`src/rtl/uart_rx_fifo_writer.sv`:
```
// -----------------------------------------------------------------------------
// uart_rx_fifo_writer
//
// UART receive deserializer that feeds the write port of an async FIFO. It runs
// entirely in the FIFO write clock domain. The serial line is oversampled at
// P_CLKS_PER_BIT clocks per bit. Each character is framed as 8N1, LSB first.
// Each good byte is pushed with a single-cycle write strobe, gated by FIFO full.
// Framing errors, overruns and, optionally, parity errors are reported on
// sticky flags.
//
// Optional feature (compile-time macro UART_RX_PARITY_EN):
//   defined   - one even-parity bit follows the data bits (8E1). A mismatch
//               sets o_parity_err and drops the byte.
//   undefined - plain 8N1 framing; o_parity_err is tied to 0.
//
// Parameters:
//   P_DATA_WIDTH   data bits per character, also FIFO write-data width (>= 2)
//   P_CLKS_PER_BIT i_wr_clk cycles per bit (>= 4)
//
// Ports:
//   i_wr_clk        write-domain clock
//   i_wr_rst_n      asynchronous active-low reset
//   i_rx            serial input, asynchronous to i_wr_clk, idle high
//   i_fifo_full     FIFO full flag (write domain)
//   i_clr_err       synchronous clear of the sticky error flags
//   o_fifo_wr_en    one-cycle FIFO write strobe
//   o_fifo_wr_data  received byte, valid while o_fifo_wr_en is high; it holds
//                   the last pushed value otherwise
//   o_busy          receiver is not in IDLE
//   o_frame_err     sticky: stop bit sampled low
//   o_overrun       sticky: good byte dropped because the FIFO was full
//   o_parity_err    sticky: parity mismatch (only with UART_RX_PARITY_EN)
// -----------------------------------------------------------------------------
module uart_rx_fifo_writer #(
    parameter int P_DATA_WIDTH   = 8,
    parameter int P_CLKS_PER_BIT = 868
) (
    input  logic                    i_wr_clk,
    input  logic                    i_wr_rst_n,
    input  logic                    i_rx,
    input  logic                    i_fifo_full,
    input  logic                    i_clr_err,
    output logic                    o_fifo_wr_en,
    output logic [P_DATA_WIDTH-1:0] o_fifo_wr_data,
    output logic                    o_busy,
    output logic                    o_frame_err,
    output logic                    o_overrun,
    output logic                    o_parity_err
);

    localparam int P_CNT_WIDTH = $clog2(P_CLKS_PER_BIT);
    localparam int P_BIT_WIDTH = $clog2(P_DATA_WIDTH);

    // Terminal counts. The start bit is sampled after half a bit time, so
    // every later sample lands near the middle of its bit.
    localparam logic [P_CNT_WIDTH-1:0] P_HALF_LAST = P_CNT_WIDTH'(P_CLKS_PER_BIT / 2 - 1);
    localparam logic [P_CNT_WIDTH-1:0] P_FULL_LAST = P_CNT_WIDTH'(P_CLKS_PER_BIT - 1);
    localparam logic [P_BIT_WIDTH-1:0] P_LAST_BIT  = P_BIT_WIDTH'(P_DATA_WIDTH - 1);

    typedef enum logic [2:0] {
        ST_IDLE,
        ST_START,
        ST_DATA,
        ST_PARITY,
        ST_STOP
    } state_t;

    // -------------------------------------------------------------------------
    // Input synchronizer
    // -------------------------------------------------------------------------
    logic rx_meta_q;
    logic rx_s_q;

    // NOTE: both flops reset to the idle level. After reset the receiver then
    // sees a quiet line, not a false start edge.
    always_ff @(posedge i_wr_clk or negedge i_wr_rst_n) begin
        if (!i_wr_rst_n) begin
            rx_meta_q <= 1'b1;
            rx_s_q    <= 1'b1;
        end else begin
            rx_meta_q <= i_rx;
            rx_s_q    <= rx_meta_q;
        end
    end

    // -------------------------------------------------------------------------
    // Receiver state
    // -------------------------------------------------------------------------
    state_t                    state_q;
    logic [P_CNT_WIDTH-1:0]    baud_cnt_q;
    logic [P_BIT_WIDTH-1:0]    bit_cnt_q;
    logic [P_DATA_WIDTH-1:0]   shift_q;
    logic                      break_q;      // line was low at the stop bit; wait for high
    logic                      fifo_wr_en_q;
    logic [P_DATA_WIDTH-1:0]   fifo_wr_data_q;
    logic                      frame_err_q;
    logic                      overrun_q;

    logic                      baud_done;
    logic                      stop_sample;
    logic                      char_ok;
    logic                      push_d;
    logic                      frame_err_d;
    logic                      overrun_d;

`ifdef UART_RX_PARITY_EN
    logic                      parity_bad_q;
    logic                      parity_err_q;
    logic                      parity_sample;
    logic                      parity_err_d;
`endif

    // -------------------------------------------------------------------------
    // Sample points, push decision and sticky-flag next state
    // -------------------------------------------------------------------------
    // NOTE: every output of this block gets a default first. Later ifs only
    // override the default, so no path can infer a latch.
    always_comb begin
        baud_done   = 1'b0;
        stop_sample = 1'b0;
        char_ok     = 1'b0;
        push_d      = 1'b0;
        frame_err_d = frame_err_q;
        overrun_d   = overrun_q;

        if (state_q == ST_START) begin
            baud_done = (baud_cnt_q == P_HALF_LAST);
        end else begin
            baud_done = (baud_cnt_q == P_FULL_LAST);
        end

        stop_sample = (state_q == ST_STOP) && baud_done;

`ifdef UART_RX_PARITY_EN
        char_ok = rx_s_q && !parity_bad_q;
`else
        char_ok = rx_s_q;
`endif

        // i_fifo_full matters only on the stop-sample cycle.
        push_d = stop_sample && char_ok && !i_fifo_full;

        // A clear is applied first, so a set event in the same cycle wins.
        if (i_clr_err) begin
            frame_err_d = 1'b0;
            overrun_d   = 1'b0;
        end
        if (stop_sample && !rx_s_q) begin
            frame_err_d = 1'b1;
        end
        if (stop_sample && char_ok && i_fifo_full) begin
            overrun_d = 1'b1;
        end
    end

`ifdef UART_RX_PARITY_EN
    always_comb begin
        parity_sample = (state_q == ST_PARITY) && baud_done;
        parity_err_d  = parity_err_q;
        if (i_clr_err) begin
            parity_err_d = 1'b0;
        end
        // Even parity: data bits XOR the parity bit must be 0.
        if (parity_sample && (^{shift_q, rx_s_q})) begin
            parity_err_d = 1'b1;
        end
    end
`endif

    // -------------------------------------------------------------------------
    // FSM, counters, shift register and registered outputs
    // -------------------------------------------------------------------------
    // NOTE: sequential state uses non-blocking assignments only. Every
    // register then updates from values sampled before the clock edge.
    always_ff @(posedge i_wr_clk or negedge i_wr_rst_n) begin
        if (!i_wr_rst_n) begin
            state_q        <= ST_IDLE;
            baud_cnt_q     <= '0;
            bit_cnt_q      <= '0;
            shift_q        <= '0;
            break_q        <= 1'b0;
            fifo_wr_en_q   <= 1'b0;
            fifo_wr_data_q <= '0;
            frame_err_q    <= 1'b0;
            overrun_q      <= 1'b0;
`ifdef UART_RX_PARITY_EN
            parity_bad_q   <= 1'b0;
            parity_err_q   <= 1'b0;
`endif
        end else begin
            fifo_wr_en_q <= push_d;
            if (push_d) begin
                fifo_wr_data_q <= shift_q;
            end
            frame_err_q <= frame_err_d;
            overrun_q   <= overrun_d;
`ifdef UART_RX_PARITY_EN
            parity_err_q <= parity_err_d;
`endif

            case (state_q)
                ST_IDLE: begin
                    if (break_q) begin
                        // After a low stop bit the line must return high
                        // before a new falling edge counts as a start.
                        if (rx_s_q) begin
                            break_q <= 1'b0;
                        end
                    end else if (!rx_s_q) begin
                        baud_cnt_q <= '0;
                        state_q    <= ST_START;
                    end
                end

                ST_START: begin
                    if (baud_done) begin
                        baud_cnt_q <= '0;
                        bit_cnt_q  <= '0;
                        // A line that is high again at mid-start is a glitch.
                        state_q    <= rx_s_q ? ST_IDLE : ST_DATA;
                    end else begin
                        baud_cnt_q <= baud_cnt_q + 1'b1;
                    end
                end

                ST_DATA: begin
                    if (baud_done) begin
                        baud_cnt_q <= '0;
                        // Shift right: the first bit received ends up in bit 0.
                        shift_q    <= {rx_s_q, shift_q[P_DATA_WIDTH-1:1]};
                        if (bit_cnt_q == P_LAST_BIT) begin
`ifdef UART_RX_PARITY_EN
                            state_q <= ST_PARITY;
`else
                            state_q <= ST_STOP;
`endif
                        end else begin
                            bit_cnt_q <= bit_cnt_q + 1'b1;
                        end
                    end else begin
                        baud_cnt_q <= baud_cnt_q + 1'b1;
                    end
                end

`ifdef UART_RX_PARITY_EN
                ST_PARITY: begin
                    if (baud_done) begin
                        baud_cnt_q   <= '0;
                        parity_bad_q <= ^{shift_q, rx_s_q};
                        state_q      <= ST_STOP;
                    end else begin
                        baud_cnt_q <= baud_cnt_q + 1'b1;
                    end
                end
`endif

                ST_STOP: begin
                    if (baud_done) begin
                        baud_cnt_q <= '0;
                        break_q    <= !rx_s_q;
                        state_q    <= ST_IDLE;
                    end else begin
                        baud_cnt_q <= baud_cnt_q + 1'b1;
                    end
                end

                default: begin
                    state_q <= ST_IDLE;
                end
            endcase
        end
    end

    assign o_fifo_wr_en   = fifo_wr_en_q;
    assign o_fifo_wr_data = fifo_wr_data_q;
    assign o_busy         = (state_q != ST_IDLE);
    assign o_frame_err    = frame_err_q;
    assign o_overrun      = overrun_q;
`ifdef UART_RX_PARITY_EN
    assign o_parity_err   = parity_err_q;
`else
    assign o_parity_err   = 1'b0;
`endif

endmodule

```
`config.mk`:
```
export PLATFORM = sky130hd
export DESIGN_NAME = uart_rx_fifo_writer
export DESIGN_NICKNAME = d
export VERILOG_FILES = /design/src/rtl/uart_rx_fifo_writer.sv
export SDC_FILE = /design/constraint.sdc
export NUM_CORES = 1
export LEC_CHECK = 0
export ABC_AREA = 1
export CELL_PAD_IN_SITES_DETAIL_PLACEMENT = 2
export CELL_PAD_IN_SITES_GLOBAL_PLACEMENT = 2
export CORE_AREA = 2 2 107 57
export CTS_BUF_LIST = sky130_fd_sc_hd__clkbuf_8
export DETAILED_ROUTE_END_ITERATION = 12
export DIE_AREA = 0 0 109 59
export DONT_BUFFER_PORTS = 1
export GPL_ROUTABILITY_DRIVEN = 0
export PLACE_DENSITY_LB_ADDON = 0.1
export SYNTH_ARGS = -nofsm -noshare
export SYNTH_HDL_FRONTEND = slang
export SYNTH_SLANG_ARGS = --single-unit
```
`constraint.sdc`:
```
create_clock -name i_wr_clk -period 1.4 [get_ports i_wr_clk]
set_clock_uncertainty 0.1 [all_clocks]
set_input_delay 0.14 -clock i_wr_clk [delete_from_list [all_inputs] [get_ports i_wr_clk]]
set_output_delay 0.14 -clock i_wr_clk [all_outputs]
set_load 0.05 [all_outputs]
```
==> flow_summary.ini, run 1 <==
[routing]
firstDrtPassIters = 4
via_per_inst = 5.20
wl_per_cell_um = 23.1
vias = 1872
final_antenna_net_count = 0
drtIter0Drc = 54
drc = 0
drt-total-wl_mm = 8.33

[placement]
place_hpwl_mm = 4.02
dpl.cell_count = 329
io_buffers = 0
place_ws_ns = -0.368
postPlaceCellArea_sq_um = 2240

[worst_setup_path]
reg2reg_from = baud_cnt_q[6]
arrival_ns = 2.00
crit_slowest_cell = dfrtp_1
path_class = reg2reg
rr_worst_depth = 10
critical_path_buf_inv_count = 2
end_kind = flip-flop
ff2ff_setup_slack_ns = -0.45
slowest_delay_ns = 0.42
cp_max_fo = 5
worst_r2r_endpoint = o_fifo_wr_data[6]
cp.required_ns = 1.54
cp-start-kind = flip-flop
crit_chain = buf_6, nand2_2, nor2_1, nand2_1, nand2_2, nand3_2, nor2_4, buf_6, nand4_1, nand2_1
crit_start = baud_cnt_q[6]
cp_top_family = simple AND/OR/NAND/NOR gates

[floorplan]
core_sq_um = 5400
die_w_um = 109
die_area_sq_um = 6430
start_util = 0.345
rows = 19
die_h_um = 59
ios = 18

[layout]
instances_no_fill = 360
num-fill-cells = 553
drive_gt1_frac = 0.477
nets = 294
area_growth_pct = 54.8
finalInstanceArea_sq_um = 2890
diodes = 0

[clocking]
htree_levels = 2
cts_root_buf = clkbuf_8
cts_made_buffers = 5
clock_sinks = 38
clockBufferDepth = 2
cts_tree = done
clkLatencyLatePin_ns = 0.31
path_clk_slew_ns = 0.09

[power_and_ir_drop]
power_density_nw_per_um2 = 696
total_power_mw = 2.01
p_leak_nw = 1.38
vdd_drop_max_mv = 0.673

[timing]
rsz0062_at_grt = yes
tightestPinTransition_ns = 0.543
hold_ws_ns = 0.185
fmax_ghz = 0.539
drv_slew = 0
timing.final.crit_share = 1.32
period_minus_slack_ns = 1.85
final.setup.worst_slack_ns = -0.455
setup_viol = 37
finalHoldViolations = 0
max-slew-margin-rel = 0.638

[synth]
synth_area_sq_um = 1860
syn-num-nets = 231
synth_flop_cell = dfrtp_1
netlist-cell-type-count = 29
synth.top_cell.area_share = 0.483
yosysMostFrequentCell = nand2_1
async_flop_share = 1.00
yosysWarningCount = 0
seq_area_frac_synth = 0.511
ys_ff_latch = 38
synth_top_area_cell = dfrtp_1
avgSynthCellArea_sq_um = 8.36
yosys-top-cells-area = dfrtp_1 (48%), nand2_1 (12%), nand4_1 (5.4%)
synthCells = 223
synth_edf_count = 0
synth_commonest_cells = nand2_1 (58), dfrtp_1 (36), inv_1 (23)

[global_route]
grt_pass1_vias = 2102
grt_start_max_net_pins = 39
grt_usage = 0.247
grt_pass1_wl_mm = 11.6
antenna_found_initial = 0
overflow = 0

[flow_run]
drv_cap = 0

[worst_hold_path]
hp-class = in2async

[status]
status = finished, violations left
violations = negative setup slack
[power breakdown]
group / total (mW) / internal (mW) / switching (mW)
clock: 0.837 / 0.397 / 0.440
combinational: 0.0672 / 0.0167 / 0.0505
sequential: 1.10 / 1.10 / 0.00185
total: 2.01 / 1.52 / 0.493
[registers in the layout (all words and copies together) (netlist names)]
| register | cells |
|---|---|
| o_frame_err | 1 |
| o_fifo_wr_en | 1 |
| char_ok | 1 |
| state_q | 3 |
| bit_cnt_q | 3 |
| o_overrun | 1 |
| baud_cnt_q | 10 |
| shift_q | 8 |
| break_q | 1 |
| o_fifo_wr_data | 8 |
| rx_meta_q | 1 |
[placed cells by master, fill, tap and decap left out, types with 2 or more instances in the layout]
master,instances
dlygate4sd3_1,4
nor2_1,6
nand2_1,37
inv_1,19
nand2_2,16
dfstp_2,2
nand4_4,2
o21ai_2,6
nand3_1,9
inv_2,8
o21ai_0,5
nor2_2,6
ha_1,3
buf_4,38
buf_12,4
clkbuf_8,6
buf_6,13
xor2_1,4
a21oi_1,2
dfrtp_1,34
dfrtp_2,2
o21ai_1,7
nor2_4,5
nand2_4,7
nand3_2,3
or2_2,2
a21oi_2,2
nor3_4,3
nand3_4,3
nand4_1,16
[per-stage QoR]
stage | TNS (ns) | util
2_1_floorplan | -3.90 | -
3_3_place_gp | -7.42 | 0.416
3_5_place_dp | -9.71 | 0.416
4_1_cts | -8.82 | 0.486
5_1_grt | -18.11 | 0.535
6_report | -13.43 | 0.535
[worst reg2reg max path: cells and delay by family, from the launching register on]
family	cells	cell delay, ns
flops	1	0.42
simple gates	8	1.01
buf+inv	2	0.27
[worst max-delay path by stage]
stage               depth (start not counted)           endpoint
CTS                                        10  o_fifo_wr_data[2]
global placement                            9  o_fifo_wr_data[4]
floorplan                                   6      baud_cnt_q[1]
finish                                     10  o_fifo_wr_data[6]
global route                               10  o_fifo_wr_data[0]
detailed placement                          9  o_fifo_wr_data[2]
[final cells by class]
cell class                      instances  area (sq um)  share of cell area
Timing Repair Buffer                   60           567               0.196
Clock buffer                            6          82.6              0.0286
Multi-Input combinational cell        152          1060               0.369
Sequential cell                        38           956               0.331
Inverter                               29           111              0.0386
Tap cell                               73          91.3              0.0317
Clock inverter                          2          12.5             0.00434
[cell families after synthesis]
group	Yosys count	share of synthesized area
flip-flops	38	0.511
buffers and inverters	35	0.0779
adder cells (fa/ha/maj)	3	0.0201
AO/OA/AOI/OAI	24	0.0658
XOR/XNOR	4	0.0188
other	1	0.00201
AND/OR/NAND/NOR	118	0.304
[metal layers]
metal  part of all wire  global-route usage  routed length, um
met5                  0                   0                  0
met4              0.020              0.0934                170
met3              0.033              0.0571                278
met2               0.50               0.445               4170
met1               0.45               0.292               3710
[repair_timing]
action	4_1_cts	5_1_grt
setup endpoints to repair	37	37
setup buffers	7	8
endpoints found under the hold margin	41	0
pin swaps	9	26
hold buffers	5	0
gates resized for setup	36	55
gates cloned	2	1
Note: power is estimated with default switching activity, not from simulation.
==> run 2, diff against run 1 <==
--- a/config.mk
+++ b/config.mk
@@ -14,7 +14,7 @@
 export DIE_AREA = 0 0 109 59
 export DONT_BUFFER_PORTS = 1
 export GPL_ROUTABILITY_DRIVEN = 0
-export PLACE_DENSITY_LB_ADDON = 0.1
+export PLACE_DENSITY = 0.71
 export SYNTH_ARGS = -nofsm -noshare
 export SYNTH_HDL_FRONTEND = slang
 export SYNTH_SLANG_ARGS = --single-unit
==> run 2 against run 1 <==
Net effect: the flow still finishes with violations (negative setup slack); fmax down 3.7%; register-to-register slack worse by 0.07 ns; flip-flop and latch count unchanged; clock power down 2.9%; non-clock buffer count up 1; design area up 2.0%; via count up 4.2%; setup slack worse by 0.070 ns; routed wire length up 10%; hold slack better by 0.022 ns; critical endpoint is now bit_cnt_q[0].
==> flow_summary.ini, run 2 (same netlist as run 1, synthesis figures left out) <==
[status]
status = finished, violations left
violations = negative setup slack

[worst_setup_path]
crit_slowest_cell = dfrtp_2
reg2reg_from = state_q[0]
rr_worst_depth = 9
worst_r2r_endpoint = bit_cnt_q[0]
cp_top_family = simple AND/OR/NAND/NOR gates
cp_max_fo = 5
arrival_ns = 2.02
path_class = reg2reg
ff2ff_setup_slack_ns = -0.53
crit_chain = buf_4, nand3_2, nand2_2, nand2_4, inv_4, nor2_8, buf_12, nand3_1, o21ai_1
cp.required_ns = 1.49
cp-start-kind = flip-flop
slowest_delay_ns = 0.48
cp.depth = 9
end_kind = flip-flop
critical_path_buf_inv_count = 3

[layout]
multi_input_area_sq_um = 1100
diodes = 0
final_core_util = 0.546
regArea_sq_um = 956
instances_no_fill = 360
final_common_cell = nand2_1
num-fill-cells = 544
mostFrequentLayoutCells = nand2_1 (41), buf_4 (40), dfrtp_1 (34)
largest_reg_flops = 10
area_growth_pct = 57.9
nets = 294
drive_gt1_frac = 0.474
regMostFlops = baud_cnt_q

[routing]
drc = 0
final_antenna_net_count = 0
vias = 1951
via_per_inst = 5.42
wl_per_cell_um = 25.5
drt-total-wl_mm = 9.16
firstDrtPassIters = 4
drtIter0Drc = 134

[clocking]
cts_tree = done
htree_levels = 2
cts_root_buf = clkbuf_8
clkLatencyLatePin_ns = 0.31
clock_sinks = 38
cts_made_buffers = 5
clockBufferDepth = 2
path_clk_slew_ns = 0.09

[timing]
hold_ws_ns = 0.208
period_minus_slack_ns = 1.93
fmax_ghz = 0.519
setup_viol = 37
finalHoldViolations = 0
max-slew-margin-rel = 0.642
final.setup.worst_slack_ns = -0.525
tns_ns = -11.98
timing.final.crit_share = 1.38
drv_slew = 0
rsz0062_at_grt = yes
tightestPinTransition_ns = 0.538

[placement]
place_hpwl_mm = 3.86
dpl.cell_count = 323
io_buffers = 0

[global_route]
grt_start_max_net_pins = 39
grtUsageMet1 = 0.309
use_met3 = 0.0648
overflow = 0
grt_usage = 0.261
grt_use_met2 = 0.475
busiest_layer = met2
antenna_found_initial = 0
grt_pass1_wl_mm = 12.1
grt_pass1_vias = 2167

[floorplan]
die_w_um = 109
die_area_sq_um = 6430
start_util = 0.345
die_h_um = 59
rows = 19
core_sq_um = 5400
ios = 18

[worst_hold_path]
hold_end = o_fifo_wr_data[5]
hp-class = in2reg
hp-start = i_fifo_full
hold_path_depth = 3

[power_and_ir_drop]
vdd_drop_max_mv = 0.487
p_leak_nw = 1.41
power_density_nw_per_um2 = 674

[flow_run]
drv_cap = 0
## run 2: cell types whose count changed in the layout (fill, tap and decap cells not counted), sizes merged
cell      delta
clkinv       +1
clkinvlp     -1
inv          +1
nand2        -1
## run 2: worst max-delay path by stage
stage / startpoint / end / slack (ns)
6_report: state_q[0] / bit_cnt_q[0] / -0.53
5_1_grt: state_q[2] / bit_cnt_q[0] / -0.62
4_1_cts: baud_cnt_q[2] / o_fifo_wr_data[0] / -0.33
3_5_place_dp: baud_cnt_q[2] / o_fifo_wr_data[0] / -0.43
3_3_place_gp: baud_cnt_q[2] / o_fifo_wr_data[1] / -0.39
2_1_floorplan: state_q[0] / baud_cnt_q[1] / -0.14
## run 2: worst register-to-register path: cells and delay by family (launching register included)
kind,cells,cell delay (ns)
and+or+nand+nor,5,0.58
buffers and inverters,3,0.35
DFF,1,0.48
AOI/OAI and AO/OA,1,0.31
## run 2: power breakdown
part | total [mW] | switching, mW | internal, mW | leakage [nW]
combinational | 0.0683 | 0.0513 | 0.0170 | 0.853
sequential | 1.10 | 0.00160 | 1.10 | 0.507
clock | 0.813 | 0.473 | 0.340 | 0.0491
total | 1.99 | 0.526 | 1.46 | 1.41
## run 2: per-layer routing
| metal | part of all wire | wire length [um] |
|---|---|---|
| met1 | 0.43 | 3960 |
| met2 | 0.49 | 4490 |
| met3 | 0.046 | 419 |
| met4 | 0.033 | 299 |
| met5 | 0 | 0 |
## run 2: stage by stage
| step | power (mW) | setup slack, ns | cell area [sq um] |
|---|---|---|---|
| finish | 1.99 | -0.525 | 2940 |
| global route | 2.04 | -0.622 | 2940 |
| CTS | 1.93 | -0.328 | 2630 |
| detailed placement | 1.15 | -0.433 | 2200 |
| global placement | 1.15 | -0.395 | 2200 |
| floorplan | 1.14 | -0.143 | 1890 |
## run 2: timing repair
| action | CTS | global route |
|---|---|---|
| gates resized for setup | 35 | 64 |
| setup endpoints to repair | 37 | 37 |
| cloned | 3 | 0 |
| pin swaps | 5 | 17 |
| buffers inserted | 10 | 11 |
| hold buffers | 5 | 0 |
| hold endpoints to repair | 41 | 0 |
## run 2: final cells by class
cell class,count,share of cell area
clock inverter,3,0.00467
inverter,29,0.0387
multi-input combinational,151,0.372
timing repair buffer,61,0.205
sequential,38,0.325
clock buffer,5,0.0234
tap,73,0.0310
==> run 3, diff against run 2 <==
==> config.mk (replaced) <==
export PLATFORM = sky130hd
export DESIGN_NAME = uart_rx_fifo_writer
export DESIGN_NICKNAME = d
export VERILOG_FILES = /design/src/rtl/uart_rx_fifo_writer.sv
export SDC_FILE = /design/constraint.sdc
export NUM_CORES = 1
export LEC_CHECK = 0
export CELL_PAD_IN_SITES_DETAIL_PLACEMENT = 2
export CELL_PAD_IN_SITES_GLOBAL_PLACEMENT = 2
export CORE_AREA = 2 2 101 54
export CTS_BUF_LIST = sky130_fd_sc_hd__clkbuf_8
export DETAILED_ROUTE_END_ITERATION = 12
export DIE_AREA = 0 0 103 56
export DONT_BUFFER_PORTS = 1
export GPL_ROUTABILITY_DRIVEN = 0
export PLACE_DENSITY = 0.73
export SYNTH_ARGS = -nofsm -noshare
export SYNTH_HDL_FRONTEND = slang
export SYNTH_SLANG_ARGS = --single-unit
==> run 3 against run 2 <==
Net effect: synthesized cell count fell by 28%; synthesized area grew 1.6%; the run now fails in global routing (5_1_grt).
==> flow_summary.ini, run 3 <==
[status]
status = aborted with a tool error
haltStage = global routing (5_1_grt)
stop_error = [ERROR DPL-0033] detailed placement checks failed during check placement.

[floorplan]
die_w_um = 103
die_h_um = 56
start_util = 0.393
ios = 18
rows = 18

[clocking]
htree_levels = 2
clock_sinks = 38
cts_root_buf = clkbuf_8
clockBufferDepth = 2
cts_made_buffers = 5

[synth]
synthMuxAreaShare = 0.111
async_flop_share = 1.00
yosysWarningCount = 0
syn-num-nets = 169
yosysMostFrequentCell = dfrtp_1
synth-simple-area-share = 0.191
synth_area_sq_um = 1890
seq_area_frac_synth = 0.503
synth_edf_count = 0
synth_top_area_cell = dfrtp_1
ys_ff_latch = 38
netlist-cell-type-count = 50
avgSynthCellArea_sq_um = 11.8
synth_top_family_by_area = simple AND/OR/NAND/NOR gates
synth-compound-area-share = 0.126
synth_fa_ha_area_frac = 0.0198
synth_commonest_cells = dfrtp_1 (36), nand2_1 (12), nor2_1 (9)
synth_flop_cell = dfrtp_1
synth.top_cell.area_share = 0.476
synth_xor_area_frac = 0
synthCells = 161
yosys-top-cells-area = dfrtp_1 (48%), mux2_4 (6.3%), mux2_2 (4.8%)

[global_route]
antenna_found_initial = 0
grt_start_max_net_pins = 39

[placement]
io_buffers = 0
place_hpwl_mm = 4.36

[timing]
crit_endpoint = shift_q[2]$_DFFE_PN0P_/D
worstEpCategory = register data pin
==> run 3: changes by cell type after synthesis, moves of 4 or more <==
cell / before / now
mux2_4: 0 / 8
nand2_1: 58 / 12
nand4_1: 16 / 3
inv_2: 5 / 0
nand3_1: 15 / 5
inv_1: 23 / 5
a31oi_1: 0 / 7
o21ai_1: 11 / 0
xor2_1: 4 / 0
mux2_2: 0 / 8
nor2_1: 15 / 9
nand2b_1: 0 / 5
==> run 3: cell families after synthesis <==
family / after synthesis
buf+inv: 13
fa+ha+maj: 3
mux: 16
other cells: 1
compound gates: 34
flops: 38
simple gates: 56
==> run 3: metrics by stage <==
stage	utilization	instances	setup TNS (ns)	setup slack, ns	cell area (sq um)
2_1_floorplan	-	161	-11.93	-0.494	1930
3_3_place_gp	0.479	270	-12.91	-0.447	2310
3_5_place_dp	0.479	270	-17.18	-0.622	2310
4_1_cts	0.569	299	-17.58	-0.568	2740
==> run 3: repair_timing <==
item / CTS
setup endpoints to repair: 37
resized for setup: 38
pin swaps: 12
hold buffers: 5
buffers inserted: 17
endpoints found under the hold margin: 42
==> run 4, diff against run 3 <==
==> config.mk (replaced) <==
export PLATFORM = sky130hd
export DESIGN_NAME = uart_rx_fifo_writer
export DESIGN_NICKNAME = d
export VERILOG_FILES = /design/src/rtl/uart_rx_fifo_writer.sv
export SDC_FILE = /design/constraint.sdc
export NUM_CORES = 1
export LEC_CHECK = 0
export CORE_AREA = 2 2 83 85
export DETAILED_ROUTE_END_ITERATION = 12
export DIE_AREA = 0 0 85 87
export DONT_BUFFER_PORTS = 1
export GPL_ROUTABILITY_DRIVEN = 0
export PLACE_DENSITY_LB_ADDON = 0.15
export SYNTH_ARGS = -nofsm -noshare
export SYNTH_HDL_FRONTEND = slang
export SYNTH_SLANG_ARGS = --single-unit
==> constraint.sdc (replaced) <==
create_clock -name i_wr_clk -period 1.82 [get_ports i_wr_clk]
set_clock_uncertainty 0.1 [all_clocks]
set_input_delay 0.182 -clock i_wr_clk [delete_from_list [all_inputs] [get_ports i_wr_clk]]
set_output_delay 0.182 -clock i_wr_clk [all_outputs]
set_load 0.05 [all_outputs]
==> run 4 against run 3 <==
Net effect: the flow now finishes, with violations (negative setup slack); synthesized area unchanged; synthesized cell count unchanged.
==> flow_summary.ini, run 4 <==
[power_and_ir_drop]
p_leak_nw = 1.13
internal_power_mw = 1.16
p_comb_frac = 0.025
power_density_nw_per_um2 = 591
p_seq_frac = 0.567
vdd_drop_max_mv = 0.290
netSwitchingFraction = 0.223
clkPwrFrac = 0.408
switching_power_mw = 0.333
total_power_mw = 1.50

[global_route]
antenna_found_initial = 0
grt_pass1_vias = 1330
busiest_layer = met2
use_met3 = 0.0332
grt_usage = 0.116
grt_start_max_net_pins = 39
overflow = 0
grt_use_met2 = 0.180
grt_pass1_wl_mm = 6.80
grtUsageMet1 = 0.158

[worst_setup_path]
reg2reg_from = baud_cnt_q[4]
cp-start-kind = flip-flop
worst_r2r_endpoint = shift_q[6]
cp.required_ns = 1.89
arrival_ns = 2.02
path_class = reg2reg
crit_end = shift_q[6]
crit_start = baud_cnt_q[4]
end_kind = flip-flop
ff2ff_setup_slack_ns = -0.12
cp_max_fo = 8
rr_worst_depth = 5

[timing]
final.setup.worst_slack_ns = -0.121
period_minus_slack_ns = 1.94
fmax_ghz = 0.515
drv_slew = 0
timing.final.crit_share = 1.07
rsz0062_at_grt = yes
max-slew-margin-rel = 0.684
tns_ns = -1.44
hold_ws_ns = 0.167
finalHoldViolations = 0
setup_viol = 21
tightestPinTransition_ns = 0.463

[status]
violations = negative setup slack
status = finished, violations left

[clocking]
htree_levels = 2
clkLatencyLatePin_ns = 0.29
cts_tree = done
cts_root_buf = clkbuf_8
path_clk_slew_ns = 0.08
clockBufferDepth = 2
clock_sinks = 38
cts_made_buffers = 5

[floorplan]
die_w_um = 85
start_util = 0.288
die_area_sq_um = 7400
die_h_um = 87
ios = 18
rows = 30
core_sq_um = 6570

[synth]
netlist-cell-type-count = 50
synth_top_area_cell = dfrtp_1
yosysWarningCount = 0
async_flop_share = 1.00
synth_flop_cell = dfrtp_1
seq_area_frac_synth = 0.503
synth_edf_count = 0
ys_ff_latch = 38
synth_commonest_cells = dfrtp_1 (36), nand2_1 (12), nor2_1 (9)
yosys-top-cells-area = dfrtp_1 (48%), mux2_4 (6.3%), mux2_2 (4.8%)
synth.top_cell.area_share = 0.476
avgSynthCellArea_sq_um = 11.8
synthCells = 161
syn-num-nets = 169
synth_area_sq_um = 1890
yosysMostFrequentCell = dfrtp_1

[routing]
via_per_inst = 5.10
firstDrtPassIters = 4
wl_per_cell_um = 15.7
drc = 0
vias = 1444
final_antenna_net_count = 0
drtIter0Drc = 38
drt-total-wl_mm = 4.43

[layout]
mostFrequentLayoutCells = dfrtp_1 (32), buf_4 (29), mux2_4 (16)
regMostFlops = baud_cnt_q
area_growth_pct = 33.8
drive_gt1_frac = 0.448
largest_reg_flops = 10
num-fill-cells = 629
nets = 210
instances_no_fill = 283
diodes = 0
final_common_cell = dfrtp_1

[placement]
io_buffers = 0
dpl.cell_count = 256
place_hpwl_mm = 2.67
place_ws_ns = -0.102

[worst_hold_path]
hp-class = in2reg
hp-start = i_fifo_full

[flow_run]
drv_cap = 0
run 4: cell counts after synthesis:
Identical to the previous run, type by type.
run 4: power by group through the flow:
stage,logic (mW),registers [mW],clock network (mW)
2_1_floorplan,0.00709,0.866,0
3_3_place_gp,0.00898,0.866,0
3_5_place_dp,0.00890,0.866,0
4_1_cts,0.0396,0.849,0.635
5_1_grt,0.0428,0.850,0.674
6_report,0.0374,0.849,0.611
run 4: worst min-delay path by stage:
stage / endpoint / depth (start not counted)
CTS: o_fifo_wr_data[3] / 3
global placement: o_fifo_wr_data[3] / 0
detailed placement: o_fifo_wr_data[3] / 0
global route: o_fifo_wr_data[1] / 3
floorplan: baud_cnt_q[0] / 0
finish: o_fifo_wr_data[1] / 3
run 4: logic make-up after synthesis:
group | after synthesis | share of synthesized area
buffers and inverters | 13 | 0.0469
AO/OA/AOI/OAI | 34 | 0.126
AND/OR/NAND/NOR | 56 | 0.191
adder cells (fa/ha/maj) | 3 | 0.0198
other | 1 | 0.00198
multiplexers | 16 | 0.111
flip-flops | 38 | 0.503
run 4: timing repair:
action	in CTS	in global routing
pin swaps	3	12
cloned	0	3
endpoints found under the setup margin	24	31
buffers inserted	3	8
resized for setup	10	25
hold buffers	5	0
hold endpoints to repair	42	0
run 4: per-stage QoR:
stage | area (sq um) | utilization
after global routing | 2530 | 0.386
after floorplan | 1910 | -
after CTS | 2350 | 0.358
after detailed placement | 2140 | 0.325
final | 2530 | 0.386
after global placement | 2140 | 0.325
run 4: area by class of cell:
class | instances | area (sq um) | area share
clock inverters | 2 | 12.5 | 0.00494
flip-flops and latches | 38 | 958 | 0.378
repair buffers | 39 | 345 | 0.136
clock buffers | 6 | 82.6 | 0.0326
multi-input cells | 113 | 1020 | 0.401
inverters | 5 | 18.8 | 0.00741
well taps | 80 | 100 | 0.0395
run 4: critical path, cell delays in order, from the launching register on:
cell and delay (ns):
dfrtp_1 0.40, and4bb_4 0.39, nand3_4 0.10, a21oi_4 0.20, and3_4 0.31, mux2_4 0.32
run 4: metal layers:
metal  wire length (um)  part of all wire
met1               2010              0.45
met2               2230              0.50
met3                146             0.033
met4                 45             0.010
met5                  0                 0
